===== src/rtl/esc_pkg.sv =====
// rtl/esc_pkg.sv - shared state encoding and constants for the ESC PWM decoder
package esc_pkg;

  typedef enum logic [1:0] {
    SYNC      = 2'd0,
    WAIT_RISE = 2'd1,
    MEAS_HIGH = 2'd2
  } esc_state_e;

  localparam int ESC_BASE_CNT    = 50000;
  localparam int ESC_SHIFT       = 4;
  localparam int ESC_PERIOD_W    = 18;
  localparam int ESC_VALUE_W     = 12;
  localparam int ESC_HCNT_W      = 17;
  localparam int ESC_TO_W        = 20;
  localparam int ESC_TIMEOUT_CNT = 524288;

endpackage


===== src/rtl/esc_in_sync.sv =====
// rtl/esc_in_sync.sv - PWM input synchronizer, optional stability filter (ESC_DEC_GLITCH_FILTER_EN), edge pulses
module esc_in_sync (
  input  logic clk,
  input  logic rst,
  input  logic pwm_i,
  output logic level_o,
  output logic rise_o,
  output logic fall_o
);

  // Synchronizer and level state reset high so that a pin already high
  // after reset produces no rising edge; a real low must be seen first.
  logic s1_q, s2_q;
  logic level_q, rise_q, fall_q;
  logic accept;

`ifdef ESC_DEC_GLITCH_FILTER_EN
  logic s3_q, s4_q;

  // A new level is taken only once three consecutive synchronized samples agree.
  always_comb accept = (s2_q == s3_q) && (s3_q == s4_q) && (s2_q != level_q);

  // History of the synchronized level feeding the stability check.
  always_ff @(posedge clk) begin
    if (rst) begin
      s3_q <= 1'b1;
      s4_q <= 1'b1;
    end else begin
      s3_q <= s2_q;
      s4_q <= s3_q;
    end
  end
`else
  // Every synchronized transition is taken as an edge.
  always_comb accept = (s2_q != level_q);
`endif

  // Two-flop synchronizer, accepted level and registered edge pulses.
  always_ff @(posedge clk) begin
    if (rst) begin
      s1_q    <= 1'b1;
      s2_q    <= 1'b1;
      level_q <= 1'b1;
      rise_q  <= 1'b0;
      fall_q  <= 1'b0;
    end else begin
      s1_q    <= pwm_i;
      s2_q    <= s1_q;
      level_q <= accept ? s2_q : level_q;
      rise_q  <= accept & s2_q;
      fall_q  <= accept & ~s2_q;
    end
  end

  assign level_o = level_q;
  assign rise_o  = rise_q;
  assign fall_o  = fall_q;

endmodule


===== src/rtl/esc_pwm_decoder.sv =====
// rtl/esc_pwm_decoder.sv - ESC PWM high-time decoder; input filter selected by ESC_DEC_GLITCH_FILTER_EN
module esc_pwm_decoder
  import esc_pkg::*;
#(
  parameter int BASE_CNT    = ESC_BASE_CNT,
  parameter int SHIFT       = ESC_SHIFT,
  parameter int TIMEOUT_CNT = ESC_TIMEOUT_CNT,
  parameter int HCNT_W      = ESC_HCNT_W,
  parameter int TO_W        = ESC_TO_W
) (
  input  logic                   clk,
  input  logic                   rst,
  input  logic                   PWM_in,
  output logic [ESC_VALUE_W-1:0] VALUE,
  output logic                   vld,
  output logic                   err,
  output logic                   lost
);

  localparam int D_W = HCNT_W + 1;
  localparam logic [D_W-1:0] VMAX = D_W'((1 << ESC_VALUE_W) - 1);

  logic level, rise, fall;

  esc_in_sync u_in_sync (
    .clk     (clk),
    .rst     (rst),
    .pwm_i   (PWM_in),
    .level_o (level),
    .rise_o  (rise),
    .fall_o  (fall)
  );

  esc_state_e             state_q, state_d;
  logic [HCNT_W-1:0]      hcnt_q, hcnt_d;
  logic                   ovf_q, ovf_d;
  logic [TO_W-1:0]        tcnt_q, tcnt_d;
  logic [ESC_VALUE_W-1:0] value_q, value_d;
  logic                   vld_q, vld_d;
  logic                   err_q, err_d;
  logic                   lost_q, lost_d;

  // d = H - BASE - 1 in signed arithmetic; the sign bit marks an underrange pulse.
  logic signed [D_W-1:0] diff;
  logic [D_W-1:0]        quo;
  logic                  pulse_ok;
  logic                  timeout;

  assign diff     = $signed({1'b0, hcnt_q}) - $signed(D_W'(BASE_CNT + 1));
  assign quo      = $unsigned(diff) >> SHIFT;
  assign pulse_ok = !diff[D_W-1] && !ovf_q && (quo <= VMAX);
  assign timeout  = !rise && (tcnt_q == TO_W'(TIMEOUT_CNT - 1));

  // Next-state: frame FSM, width measurement, evaluation and loss-of-signal.
  always_comb begin
    state_d = state_q;
    hcnt_d  = hcnt_q;
    ovf_d   = ovf_q;
    value_d = value_q;
    vld_d   = 1'b0;
    err_d   = 1'b0;
    lost_d  = lost_q;
    tcnt_d  = rise ? '0 : ((&tcnt_q) ? tcnt_q : tcnt_q + 1'b1);

    case (state_q)
      SYNC: begin
        if (!level) state_d = WAIT_RISE;
      end
      WAIT_RISE: begin
        if (rise) begin
          hcnt_d  = HCNT_W'(1);
          ovf_d   = 1'b0;
          state_d = MEAS_HIGH;
        end
      end
      MEAS_HIGH: begin
        if (fall) begin
          state_d = WAIT_RISE;
          if (pulse_ok) begin
            value_d = quo[ESC_VALUE_W-1:0];
            vld_d   = 1'b1;
            lost_d  = 1'b0;
          end else begin
            err_d = 1'b1;
          end
        end else if (&hcnt_q) begin
          ovf_d = 1'b1;
        end else begin
          hcnt_d = hcnt_q + 1'b1;
        end
      end
      default: state_d = SYNC;
    endcase

    // Loss of signal overrides any evaluation in the same cycle.
    if (timeout) begin
      state_d = SYNC;
      value_d = '0;
      vld_d   = 1'b0;
      err_d   = 1'b0;
      lost_d  = 1'b1;
    end
  end

  // State and output registers.
  always_ff @(posedge clk) begin
    if (rst) begin
      state_q <= SYNC;
      hcnt_q  <= '0;
      ovf_q   <= 1'b0;
      tcnt_q  <= '0;
      value_q <= '0;
      vld_q   <= 1'b0;
      err_q   <= 1'b0;
      lost_q  <= 1'b1;
    end else begin
      state_q <= state_d;
      hcnt_q  <= hcnt_d;
      ovf_q   <= ovf_d;
      tcnt_q  <= tcnt_d;
      value_q <= value_d;
      vld_q   <= vld_d;
      err_q   <= err_d;
      lost_q  <= lost_d;
    end
  end

  assign VALUE = value_q;
  assign vld   = vld_q;
  assign err   = err_q;
  assign lost  = lost_q;

endmodule


===== config.mk =====
export PLATFORM = sky130hd
export DESIGN_NAME = esc_pwm_decoder
export DESIGN_NICKNAME = d
export VERILOG_FILES = /design/src/rtl/esc_pkg.sv /design/src/rtl/esc_in_sync.sv /design/src/rtl/esc_pwm_decoder.sv
export SDC_FILE = /design/constraint.sdc
export NUM_CORES = 1
export LEC_CHECK = 0
export ABC_AREA = 1
export BUFFER_PORTS_ARGS = -buffer_cell sky130_fd_sc_hd__clkbuf_2
export CAP_MARGIN = 30
export CORE_MARGIN = 1
export CORE_UTILIZATION = 63
export CTS_BUF_LIST = sky130_fd_sc_hd__clkbuf_8
export CTS_CLUSTER_SIZE = 20
export DETAILED_ROUTE_END_ITERATION = 8
export GPL_ROUTABILITY_DRIVEN = 0
export PLACE_DENSITY = 0.88
export SLEW_MARGIN = 20
export SYNTH_ARGS = -nofsm -noshare
export SYNTH_HDL_FRONTEND = slang
export SYNTH_SLANG_ARGS = --single-unit
export TNS_END_PERCENT = 50

===== constraint.sdc =====
create_clock -name clk -period 2.7 [get_ports clk]
set_input_delay 0.675 -clock clk [delete_from_list [all_inputs] [get_ports clk]]
set_output_delay 0.675 -clock clk [all_outputs]
set_load 0.02 [all_outputs]

==> Yosys cells after proc, flatten, opt, wreduce, memory -nomap -nowiden <==
Index checks and enable logic that the tools add are counted.
{ "word_totals": {"regBits": 60, "input_bits": 3, "out_inout_bits": 15, "elab_cells": 63} }
{ "classes": {"add_sub_neg": 3, "magnitude_cmp": 1, "eq_ne": 10, "n_mux": 14, "n_bitwise": 5, "n_reduce_logical": 17} }
{ "op_table": {"columns": ["cell", "count"], "rows": [
  ["17-bit two-way mux", 3],
  ["17-bit one-hot mux with 2 select lines", 1],
  ["20-bit by 1-bit adder with 20-bit output (second input constant)", 1],
  ["20-bit by 19-bit equality test with 1-bit output (second input constant)", 1],
  ["20-bit AND reduction", 1],
  ["17-bit by 16-bit subtractor with 18-bit output (second input constant)", 1],
  ["17-bit by 1-bit adder with 17-bit output (second input constant)", 1],
  ["17-bit AND reduction", 1],
  ["14-bit by 12-bit less-or-equal comparator with 1-bit output (second input constant)", 1],
  ["2-bit != test (second input constant)", 4],
  ["4-bit AND reduction", 2],
  ["2-bit two-way mux", 3],
  ["2-bit one-hot mux with 3 select lines", 1],
  ["3-bit AND reduction", 2],
  ["1-bit two-way mux", 5],
  ["2-bit by 1-bit != test with 1-bit output (second input constant)", 2],
  ["2-bit OR reduction", 2],
  ["4-bit OR reduction", 1],
  ["1-bit logical AND", 3],
  ["1-bit zero test", 3],
  ["1-bit NOT", 3],
  ["1-bit AND", 2],
  ["2-bit by 1-bit equality test with 1-bit output (second input constant)", 1],
  ["2-bit equality test (second input constant)", 1],
  ["4 further kinds", 4]
]} }

==> Depth between registers and ports, before layout <==
Gate-level depths: netlist of run 1.
{ "logic_depth": {"depth_word": 5, "mapped_depth": 14, "ltp_nobuf": 14} }

==> By module <==
Synthesis of run 1 repeated with hierarchy kept, for this count alone.
{ "hier_totals": {"hier_cells": 483, "area_unflattened_um2": 3279.4} }
{ "by_module_without_submodules": {"columns": ["module", "instances", "cells_each", "area_each_um2", "seq_area_each_um2"], "rows": [
  ["esc_pwm_decoder", 1, 463, 3099.2, 1101.1],
  ["esc_in_sync", 1, 20, 180.2, 100.1]
]} }

==> Worst setup path after synthesis of run 1 <==
No wires, ideal clock.
{ "synth_path": {"kind": "register to register", "startpoint": "register hcnt_q[7]", "endpoint": "register hcnt_q[12]", "setup_ns": 0.116, "arrival_ns": 1.811, "required_ns": 2.584, "path_slack_ns": 0.773, "stages_incl_launch_ff": 15, "path_buffers": 0, "period_less_slack_ns": 1.927, "path_cell_list": "dfxtp_1 > inv_2 > nor2_1 > nand3_1 > nor4_1 > ha_1 > o21ai_2 > nand3_2 > inv_2 > nand2_1 > inv_2 > nand2_1 > o21ai_1 > o211ai_1 > inv_1"} }
{ "synth_via": {"elab_chain_len": 4, "elab_cells_between_ends": 7, "cone_classes": "1 x add/sub; 1 x eq/ne; 3 x mux; 2 x reduce/logical"} }
{ "synth_rtl": {"columns": ["element", "line_no", "source"], "rows": [
  ["from (decl)", "esc_pwm_decoder.sv:35", "logic [HCNT_W-1:0] hcnt_q, hcnt_d;"],
  ["from (signal assigned)", "esc_pwm_decoder.sv:118", "hcnt_q <= hcnt_d;"],
  ["17-bit by 1-bit adder with 17-bit output", "esc_pwm_decoder.sv:89", "hcnt_d = hcnt_q + 1'b1;"],
  ["17-bit two-way mux", "esc_pwm_decoder.sv:86", "end else if (&hcnt_q) begin"],
  ["17-bit two-way mux", "esc_pwm_decoder.sv:77", "if (fall) begin"],
  ["17-bit one-hot mux with 2 select lines", "esc_pwm_decoder.sv:65", "case (state_q)"]
]} }
Parallel ways exist; a longest one is shown, timed or not. The select of a mux whose other input is x is not followed.
A chain may end at the register's enable or synchronous reset.

==> Final worst setup path of run 1 <==
Same ends and word-level chain as after synthesis.

==> results of run 1 <==
layout make-up:
| class | count | area, um^2 |
|---|---|---|
| clock buffer | 10 | 138 |
| inverter | 73 | 274 |
| multi-input combinational | 347 | 1800 |
| clock inverter | 6 | 63.8 |
| fill | 427 | 1450 |
| timing repair buffer | 18 | 92.6 |
| sequential | 60 | 1200 |
| tap | 70 | 87.6 |
cells in the mapped netlist (all sizes together), types with 4 or more instances:
library cell	instances
nand4	19
a21oi	23
nor2	83
dfxtp	60
nor3	13
ha	6
xor2	12
inv	72
nand3	28
nand2	116
o21ai	24
buf	5
nor4	4
through the flow:
stage	setup WS, ns	hold WS, ns
after global placement	0.505	0.406
final	0.275	0.425
after floorplan	0.773	0.389
after CTS	0.329	0.428
after detailed placement	0.338	0.407
after global routing	0.105	0.444
logic make-up (layout without fill, tap and decap cells):
logic type / count (synthesis) / after routing / synth area share
flops: 60 / 60 / 0.361
buf+inv: 81 / 107 / 0.0985
compound gates: 60 / 60 / 0.104
xor+xnor: 13 / 13 / 0.0342
fa+ha+maj: 6 / 6 / 0.0225
simple gates: 268 / 268 / 0.380
routing by layer:
metal,vias to the layer above,share of wire,routed length (um)
met2,103,0.49,3760
met3,32,0.051,387
li1,1613,-,-
met5,-,0,0
met1,1458,0.42,3190
met4,0,0.038,290
critical path: cells and delay by family, from the launching register on:
kind | cells | cell delay (ns)
AND/OR/NAND/NOR | 6 | 1.07
flip-flops | 1 | 0.46
buffers and inverters | 4 | 0.29
adder cells (fa/ha/maj) | 1 | 0.27
AO/OA/AOI/OAI | 3 | 0.23
how the worst min path moves through the flow:
stage | end | start
6_report | u_in_sync.s2_q$_SDFF_PP1_ | u_in_sync.s1_q$_SDFF_PP1_
5_1_grt | u_in_sync.s2_q$_SDFF_PP1_ | u_in_sync.s1_q$_SDFF_PP1_
4_1_cts | u_in_sync.s2_q$_SDFF_PP1_ | u_in_sync.s1_q$_SDFF_PP1_
3_5_place_dp | u_in_sync.s2_q$_SDFF_PP1_ | u_in_sync.s1_q$_SDFF_PP1_
3_3_place_gp | u_in_sync.s2_q$_SDFF_PP1_ | u_in_sync.s1_q$_SDFF_PP1_
2_1_floorplan | u_in_sync.s2_q$_SDFF_PP1_ | u_in_sync.s1_q$_SDFF_PP1_
state kept, by name (all words and copies together) (netlist names):
| register | flops |
|---|---|
| vld | 1 |
| lost | 1 |
| u_in_sync.rise_o | 1 |
| hcnt_q | 17 |
| err | 1 |
| u_in_sync.level_o | 1 |
| u_in_sync.s1_q | 1 |
| tcnt_q | 20 |
| u_in_sync.fall_o | 1 |
| ovf_q | 1 |
| VALUE | 12 |
| state_q | 2 |
| u_in_sync.s2_q | 1 |
power by group through the flow:
stage	Clock, mW	Combinational (mW)	Sequential, mW
floorplan	0	0.0816	0.933
global placement	0	0.0979	0.935
detailed placement	0	0.104	0.936
CTS	0.831	0.106	0.916
global route	0.870	0.120	0.918
finish	0.827	0.106	0.916
==> impl_metrics.json, run 1 <==
{
  "fp.dieH_um": 74.7,
  "endpoint": "hcnt_q[12]$_SDFFE_PP0P_",
  "postRouteAntennaNets": 0,
  "clockPowerShare": 0.447,
  "top_usage_layer": "met2",
  "met1_usage": 0.324,
  "cts_buffers": 9,
  "crit_arrival_ns": 2.68,
  "synth_area_per_cell_um2": 6.82,
  "final_cell_mix": "nand2_1, nor2_1, inv_1, dfxtp_1",
  "finalCriticalPeriod_ns": 2.42,
  "cts_tree": "built",
  "period_share": 0.898,
  "p_sw_mw": 0.463,
  "place_area_um2": 3460,
  "crit_slowest_cell": "dfxtp_1",
  "insertion_delay_ns": 0.35,
  "use_met3": 0.0602,
  "finalPower_mw": 1.85,
  "synth_area_um2": 3330,
  "port_buffers": 17,
  "grt_pass1_vias": 2969,
  "powerDensity_nw_per_um2": 506,
  "die-area_um2": 5580,
  "vias_per_cell": 5.49,
  "cts_buffer_depth": 2,
  "rsz0062_at_grt": "no",
  "p_leak_nw": 1.65,
  "coreArea_um2": 5110,
  "drt-initial-drc-count": 189,
  "clock_skew_ns": 0.0126,
  "ff2ff_path_depth": 14,
  "async_flop_share": 0,
  "grt_overflow": 0,
  "layout.cells.non_filler": 584,
  "ir_drop_mv": 0.338,
  "grtUsageTotal": 0.292,
  "setup_viol": 0,
  "yosys.area.top_type_share": 0.361,
  "sequentialPowerShare": 0.495,
  "synthCells": 488,
  "grt_use_met2": 0.504,
  "synth_edf_count": 0,
  "routed_wl_um": 7620,
  "cp-end-kind": "flop",
  "hold_buffers": 0,
  "final_hold_viol_count": 0,
  "synth_cell_types": 42,
  "synth-seq-cells": 60,
  "synth_largest_area_cell": "dfxtp_1",
  "clkTransAtPathRegs_ns": 0.08,
  "r2r_end": "hcnt_q[12]$_SDFFE_PP0P_",
  "dr.pass1.iters": 5,
  "ys_warn_count": 0,
  "fmax_mhz": 412,
  "clkSinkCount": 60,
  "maxCapViolations": 0,
  "cp-startpoint": "hcnt_q[7]$_SDFFE_PP0P_",
  "drive_above_1_share": 0.142,
  "max_stage_delay_ns": 0.46,
  "wl_per_cell_um": 13.1,
  "critPathLaunchType": "flop",
  "num_rows": 26,
  "slew_viol_final": 0,
  "p_sw_frac": 0.251,
  "cts-resized-gates": 0,
  "required_ns": 2.95,
  "worstPathCellList": "inv_2, nor2_1, nand3_1, nor4_1, ha_1, o21ai_2, nand3_2, inv_2, nand2_1, inv_2, nand2_1, o21ai_1, o211ai_1, inv_1",
  "h-tree-depth": 3,
  "start_util": 0.652,
  "grt_max_degree": 15,
  "place_hpwl_um": 5650,
  "min_path_cells": 1,
  "setup_tns_ns": 0,
  "critPathMaxFanout": 7,
  "p_int_mw": 1.39,
  "io_pins": 18,
  "grt_pass1_wl_um": 12400,
  "nets": 518,
  "antenna_found_initial": 0,
  "reg2reg_slack_ns": 0.28,
  "worst_pin_slew_ns": 0.482,
  "path_class": "flop to flop",
  "antenna_cells": 0,
  "yosysSeqAreaShare": 0.361,
  "fin_area_um2": 3660,
  "path_common_cell": "inv_2",
  "hp-class": "flop to flop",
  "final_core_util": 0.716,
  "synthToLayoutAreaGrowth_pct": 9.85,
  "die_w_um": 74.7,
  "postCtsSetupRepairBufs": 0,
  "final_common_cell": "nand2_1",
  "syn_nets": 497,
  "synthTopCellsByArea": "dfxtp_1, nand2_1, nor2_1, inv_1, a21oi_1",
  "reg2reg_from": "hcnt_q[7]$_SDFFE_PP0P_",
  "num_vias": 3206,
  "clockRootBuffer": "clkbuf_8",
  "slew_headroom": 0.679,
  "drcViolationCount": 0,
  "ys.flop_type": "dfxtp_1",
  "comb_power_share": 0.057,
  "dp_cells": 568,
  "status": "completed"
}
Note: power is estimated with default switching activity, not from simulation.
==> run 2: changes to the inputs <==
--- a/config.mk
+++ b/config.mk
@@ -15,6 +15,7 @@
 export DETAILED_ROUTE_END_ITERATION = 8
 export GPL_ROUTABILITY_DRIVEN = 0
 export PLACE_DENSITY = 0.88
+export RECOVER_POWER = 50
 export SLEW_MARGIN = 20
 export SYNTH_ARGS = -nofsm -noshare
 export SYNTH_HDL_FRONTEND = slang
==> run 2 against run 1 <==
Compared with the run above:
- die area unchanged
- clock power about the same
- via count up 1.0%
- clock skew about the same
- core utilization down 0.98 points
- first-iteration DRC count up 13%
- non-clock buffer count unchanged
- register-to-register slack about the same
- hold slack about the same
- total power about the same
- combinational power about the same
- largest cell class unchanged
- highest routed layer unchanged
==> impl_metrics.json, run 2 (synthesis gave the netlist of run 1 again) <==
{
  "status": "completed",
  "vias_per_cell": 5.55,
  "path_common_cell": "inv_2",
  "die-area_um2": 5580,
  "drt-initial-drc-count": 213,
  "final_hold_viol_count": 0,
  "period_share": 0.903,
  "coreArea_um2": 5110,
  "reg2reg_from": "hcnt_q[7]$_SDFFE_PP0P_",
  "slew_viol_final": 0,
  "min_to": "u_in_sync.s2_q$_SDFF_PP1_",
  "cp_top_family": "simple AND/OR/NAND/NOR gates",
  "rsz0062_at_grt": "no",
  "grt_max_degree": 15,
  "num_vias": 3239,
  "num_rows": 26,
  "wl_per_cell_um": 13.1,
  "p_leak_nw": 1.56,
  "largest_reg_flops": 20,
  "cts_buffer_depth": 2,
  "hold_buffers": 0,
  "worstHoldStart": "u_in_sync.s1_q$_SDFF_PP1_",
  "nets": 518,
  "cts_tree": "built",
  "ir_drop_mv": 0.339,
  "synthToLayoutAreaGrowth_pct": 8.34,
  "p_sw_frac": 0.252,
  "postCtsSetupRepairBufs": 0,
  "cts-resized-gates": 0,
  "cts_buffers": 9,
  "die_w_um": 74.7,
  "insertion_delay_ns": 0.35,
  "drive_above_1_share": 0.105,
  "clockRootBuffer": "clkbuf_8",
  "whs_ns": 0.425,
  "setup_viol": 0,
  "final_cell_mix": "nand2_1, nor2_1, inv_1, dfxtp_1",
  "slew_headroom": 0.644,
  "min_path_cells": 1,
  "start_util": 0.652,
  "dp_cells": 568,
  "drcViolationCount": 0,
  "crit_buf_inv": 4,
  "clockPowerShare": 0.448,
  "grt_pass1_wl_um": 12400,
  "sequentialPowerShare": 0.495,
  "layout.cells.non_filler": 584,
  "grt_pass1_vias": 2969,
  "required_ns": 2.95,
  "finalPower_mw": 1.85,
  "fin_area_um2": 3610,
  "nFillCells": 443,
  "worstPathCellList": "inv_2, nor2_1, nand3_1, nor4_1, ha_1, o21ai_2, nand3_2, inv_2, nand2_1, inv_2, nand2_1, o21ai_1, o211ai_1, inv_1",
  "setup_tns_ns": 0,
  "grtUsageTotal": 0.292,
  "antenna_cells": 0,
  "p_sw_mw": 0.466,
  "pre_cts_slack_ns": 0.338,
  "r2r_end": "hcnt_q[12]$_SDFFE_PP0P_",
  "reg2reg_slack_ns": 0.26,
  "critPathLaunchType": "flop",
  "clock_skew_ns": 0.0125,
  "top_register": "tcnt_q",
  "fin_ws_ns": 0.263,
  "place_area_um2": 3460,
  "clkSinkCount": 60,
  "grt_overflow": 0,
  "comb_power_share": 0.056,
  "hp-class": "flop to flop",
  "clkTransAtPathRegs_ns": 0.08,
  "postRouteAntennaNets": 0,
  "p_int_mw": 1.38,
  "cp-end-kind": "flop",
  "port_buffers": 17,
  "crit_slowest_cell": "dfxtp_1",
  "max_stage_delay_ns": 0.47,
  "ff2ff_path_depth": 14,
  "fmax_mhz": 410,
  "place_hpwl_um": 5650,
  "maxCapViolations": 0,
  "dr.pass1.iters": 6,
  "io_pins": 18,
  "finalCriticalPeriod_ns": 2.44,
  "routed_wl_um": 7670,
  "worst_pin_slew_ns": 0.534,
  "final_core_util": 0.706,
  "fp.dieH_um": 74.7,
  "h-tree-depth": 3,
  "final_common_cell": "nand2_1",
  "crit_arrival_ns": 2.69,
  "critPathMaxFanout": 7,
  "path_class": "flop to flop",
  "antenna_found_initial": 0,
  "powerDensity_nw_per_um2": 513
}
-- run 2: changes by cell type in the layout (fill, tap and decap cells not counted), sizes merged --
| cell | before | now |
|---|---|---|
| buf | 1 | 0 |
| clkbuf | 27 | 28 |
-- run 2: worst max path at each step --
stage	start	end	slack (ns)	cells past startpoint
finish	hcnt_q[7]$_SDFFE_PP0P_	hcnt_q[12]$_SDFFE_PP0P_	0.26	14
global route	hcnt_q[8]$_SDFFE_PP0P_	hcnt_q[14]$_SDFFE_PP0P_	0.10	13
CTS	hcnt_q[7]$_SDFFE_PP0P_	hcnt_q[12]$_SDFFE_PP0P_	0.33	14
detailed placement	hcnt_q[9]$_SDFFE_PP0P_	hcnt_q[12]$_SDFFE_PP0P_	0.34	14
global placement	hcnt_q[11]$_SDFFE_PP0P_	hcnt_q[12]$_SDFFE_PP0P_	0.50	14
floorplan	hcnt_q[7]$_SDFFE_PP0P_	hcnt_q[12]$_SDFFE_PP0P_	0.77	14
-- run 2: power by group through the flow --
| stage | combinational (mW) | clock (mW) | sequential [mW] |
|---|---|---|---|
| floorplan | 0.0816 | 0 | 0.933 |
| global placement | 0.0979 | 0 | 0.935 |
| detailed placement | 0.104 | 0 | 0.936 |
| CTS | 0.106 | 0.831 | 0.916 |
| global route | 0.118 | 0.870 | 0.918 |
| finish | 0.105 | 0.830 | 0.916 |
-- run 2: layout make-up --
class | instances | area [um^2] | area share
multi-input combinational | 347 | 1770 | 0.492
sequential | 60 | 1200 | 0.333
inverter | 73 | 274 | 0.0760
clock buffer | 10 | 138 | 0.0382
tap | 70 | 87.6 | 0.0243
timing repair buffer | 18 | 68.8 | 0.0191
clock inverter | 6 | 63.8 | 0.0177
-- run 2: routing by layer --
metal / wire [um] / up-vias / GRT usage
li1: - / 1613 / -
met1: 3290 / 1495 / 0.324
met2: 3740 / 94 / 0.504
met3: 325 / 37 / 0.0602
met4: 322 / 0 / 0.201
met5: 0 / - / 0
==> run 3: changes to the inputs <==
--- a/config.mk
+++ b/config.mk
@@ -14,7 +14,7 @@
 export CTS_CLUSTER_SIZE = 20
 export DETAILED_ROUTE_END_ITERATION = 8
 export GPL_ROUTABILITY_DRIVEN = 0
-export PLACE_DENSITY = 0.88
+export PLACE_DENSITY = 0.82
 export RECOVER_POWER = 50
 export SLEW_MARGIN = 20
 export SYNTH_ARGS = -nofsm -noshare
==> run 3 against run 2 <==
Compared with the run above:
- flip-flop and latch count stayed put
- sequential share of layout area is 0.50 points lower
- routed wire length is 3.6% lower
- register-to-register slack better by 0.08 ns
- global-route usage is 0.072 points higher
- core utilization is 1.1 points higher
- combinational power is 4% lower
- critical endpoint unchanged
==> impl_metrics.json, run 3 (synthesis gave the netlist of run 1 again) <==
{
  "grt_overflow": 0,
  "dr.pass1.iters": 5,
  "num_vias": 3199,
  "hold_buffers": 0,
  "fin_area_um2": 3660,
  "status": "completed",
  "cp-end-kind": "flop",
  "crit_slowest_cell": "dfxtp_1",
  "die-area_um2": 5580,
  "reg2reg_slack_ns": 0.34,
  "powerDensity_nw_per_um2": 563,
  "postRouteAntennaNets": 0,
  "drcViolationCount": 0,
  "final_hold_viol_count": 0,
  "rsz0062_at_grt": "no",
  "finalCriticalPeriod_ns": 2.36,
  "grt_pass1_wl_um": 12400,
  "drive_above_1_share": 0.103,
  "path_class": "flop to flop",
  "final_cell_mix": "nand2_1, nor2_1, inv_1, dfxtp_1",
  "maxCapViolations": 0,
  "clockRootBuffer": "clkbuf_8",
  "place_hpwl_um": 5400,
  "dp_cells": 568,
  "period_share": 0.873,
  "fp.dieH_um": 74.7,
  "grt_pass1_vias": 2812,
  "clock_skew_ns": 0.00844,
  "critPathMaxFanout": 7,
  "cts_buffer_depth": 2,
  "drt-initial-drc-count": 294,
  "insertion_delay_ns": 0.34,
  "die_w_um": 74.7,
  "pre_cts_slack_ns": 0.382,
  "postCtsSetupRepairBufs": 0,
  "crit_buf_inv": 3,
  "slew_headroom": 0.644,
  "crit_arrival_ns": 2.59,
  "top_register": "tcnt_q",
  "finalPower_mw": 2.06,
  "largest_reg_flops": 20,
  "cts_tree": "built",
  "cp_top_family": "simple AND/OR/NAND/NOR gates",
  "cts-resized-gates": 0,
  "worstPathCellList": "nand2_2, nor2_1, nand3_1, nor4_1, ha_1, o21ai_2, nand3_2, inv_2, nand2_1, inv_2, nand2_1, o21ai_1, o211ai_1, inv_1",
  "routed_wl_um": 7400,
  "whs_ns": 0.415,
  "num_rows": 26,
  "h-tree-depth": 3,
  "regArea_um2": 1200,
  "multi_input_area_um2": 1770,
  "required_ns": 2.94,
  "wl_per_cell_um": 12.7,
  "start_util": 0.652,
  "antenna_cells": 0,
  "setup_viol": 0,
  "nets": 518,
  "p_leak_nw": 1.59,
  "worst_pin_slew_ns": 0.529,
  "clkSinkCount": 60,
  "setup_tns_ns": 0,
  "nFillCells": 454,
  "synthToLayoutAreaGrowth_pct": 10.0,
  "slew_viol_final": 0,
  "port_buffers": 17,
  "critPathLaunchType": "flop",
  "final_core_util": 0.717,
  "fmax_mhz": 424,
  "vias_per_cell": 5.48,
  "cts_buffers": 9,
  "max_stage_delay_ns": 0.44,
  "final_common_cell": "nand2_1",
  "grtUsageTotal": 0.293,
  "clkTransAtPathRegs_ns": 0.07,
  "antenna_found_initial": 0,
  "io_pins": 18,
  "coreArea_um2": 5110,
  "ir_drop_mv": 0.397,
  "hp-class": "flop to flop",
  "grt_max_degree": 15,
  "fin_ws_ns": 0.343,
  "place_area_um2": 3460,
  "layout.cells.non_filler": 584
}
## run 3: cell count changes in the layout (fill, tap and decap cells not counted)
cell,change
inv_1,+1
clkinv_4,+1
clkinvlp_4,-2
bufinv_16,+2
buf_4,+1
inv_2,-1
nor4_1,+1
clkbuf_1,-1
clkbuf_8,+1
clkinv_2,-2
nor4_2,-1
## run 3: area by class of cell
type | instances | area share
inverter | 73 | 0.0748
sequential | 60 | 0.328
clock inverter | 5 | 0.0294
timing repair buffer | 18 | 0.0198
clock buffer | 11 | 0.0413
multi-input combinational | 347 | 0.483
tap | 70 | 0.0239
## run 3: final timing paths
check                            start                   endpoint  cells after the start
max reg2reg     hcnt_q[8]$_SDFFE_PP0P_    hcnt_q[12]$_SDFFE_PP0P_                     14
max             hcnt_q[8]$_SDFFE_PP0P_    hcnt_q[12]$_SDFFE_PP0P_                     14
min          u_in_sync.s1_q$_SDFF_PP1_  u_in_sync.s2_q$_SDFF_PP1_                      1
min reg2reg  u_in_sync.s1_q$_SDFF_PP1_  u_in_sync.s2_q$_SDFF_PP1_                      1
## run 3: power by group
| part | leakage, nW | internal, mW | switching (mW) |
|---|---|---|---|
| combinational | 0.978 | 0.0346 | 0.0668 |
| clock | 0.130 | 0.667 | 0.377 |
| sequential | 0.485 | 0.901 | 0.0150 |
## run 3: worst register-to-register path, delay by kind of cell (launching register included)
| family | cells | cell delay, ns |
|---|---|---|
| fa+ha+maj | 1 | 0.25 |
| compound gates | 3 | 0.22 |
| simple gates | 7 | 1.17 |
| flops | 1 | 0.44 |
| buf+inv | 3 | 0.18 |
## run 3: metal layers
metal  GRT usage  routed length, um  part of all wire
met1       0.360               3230              0.44
met5           0                  0                 0
met3      0.0562                369             0.050
met2       0.491               3610              0.49
met4       0.149                189             0.026
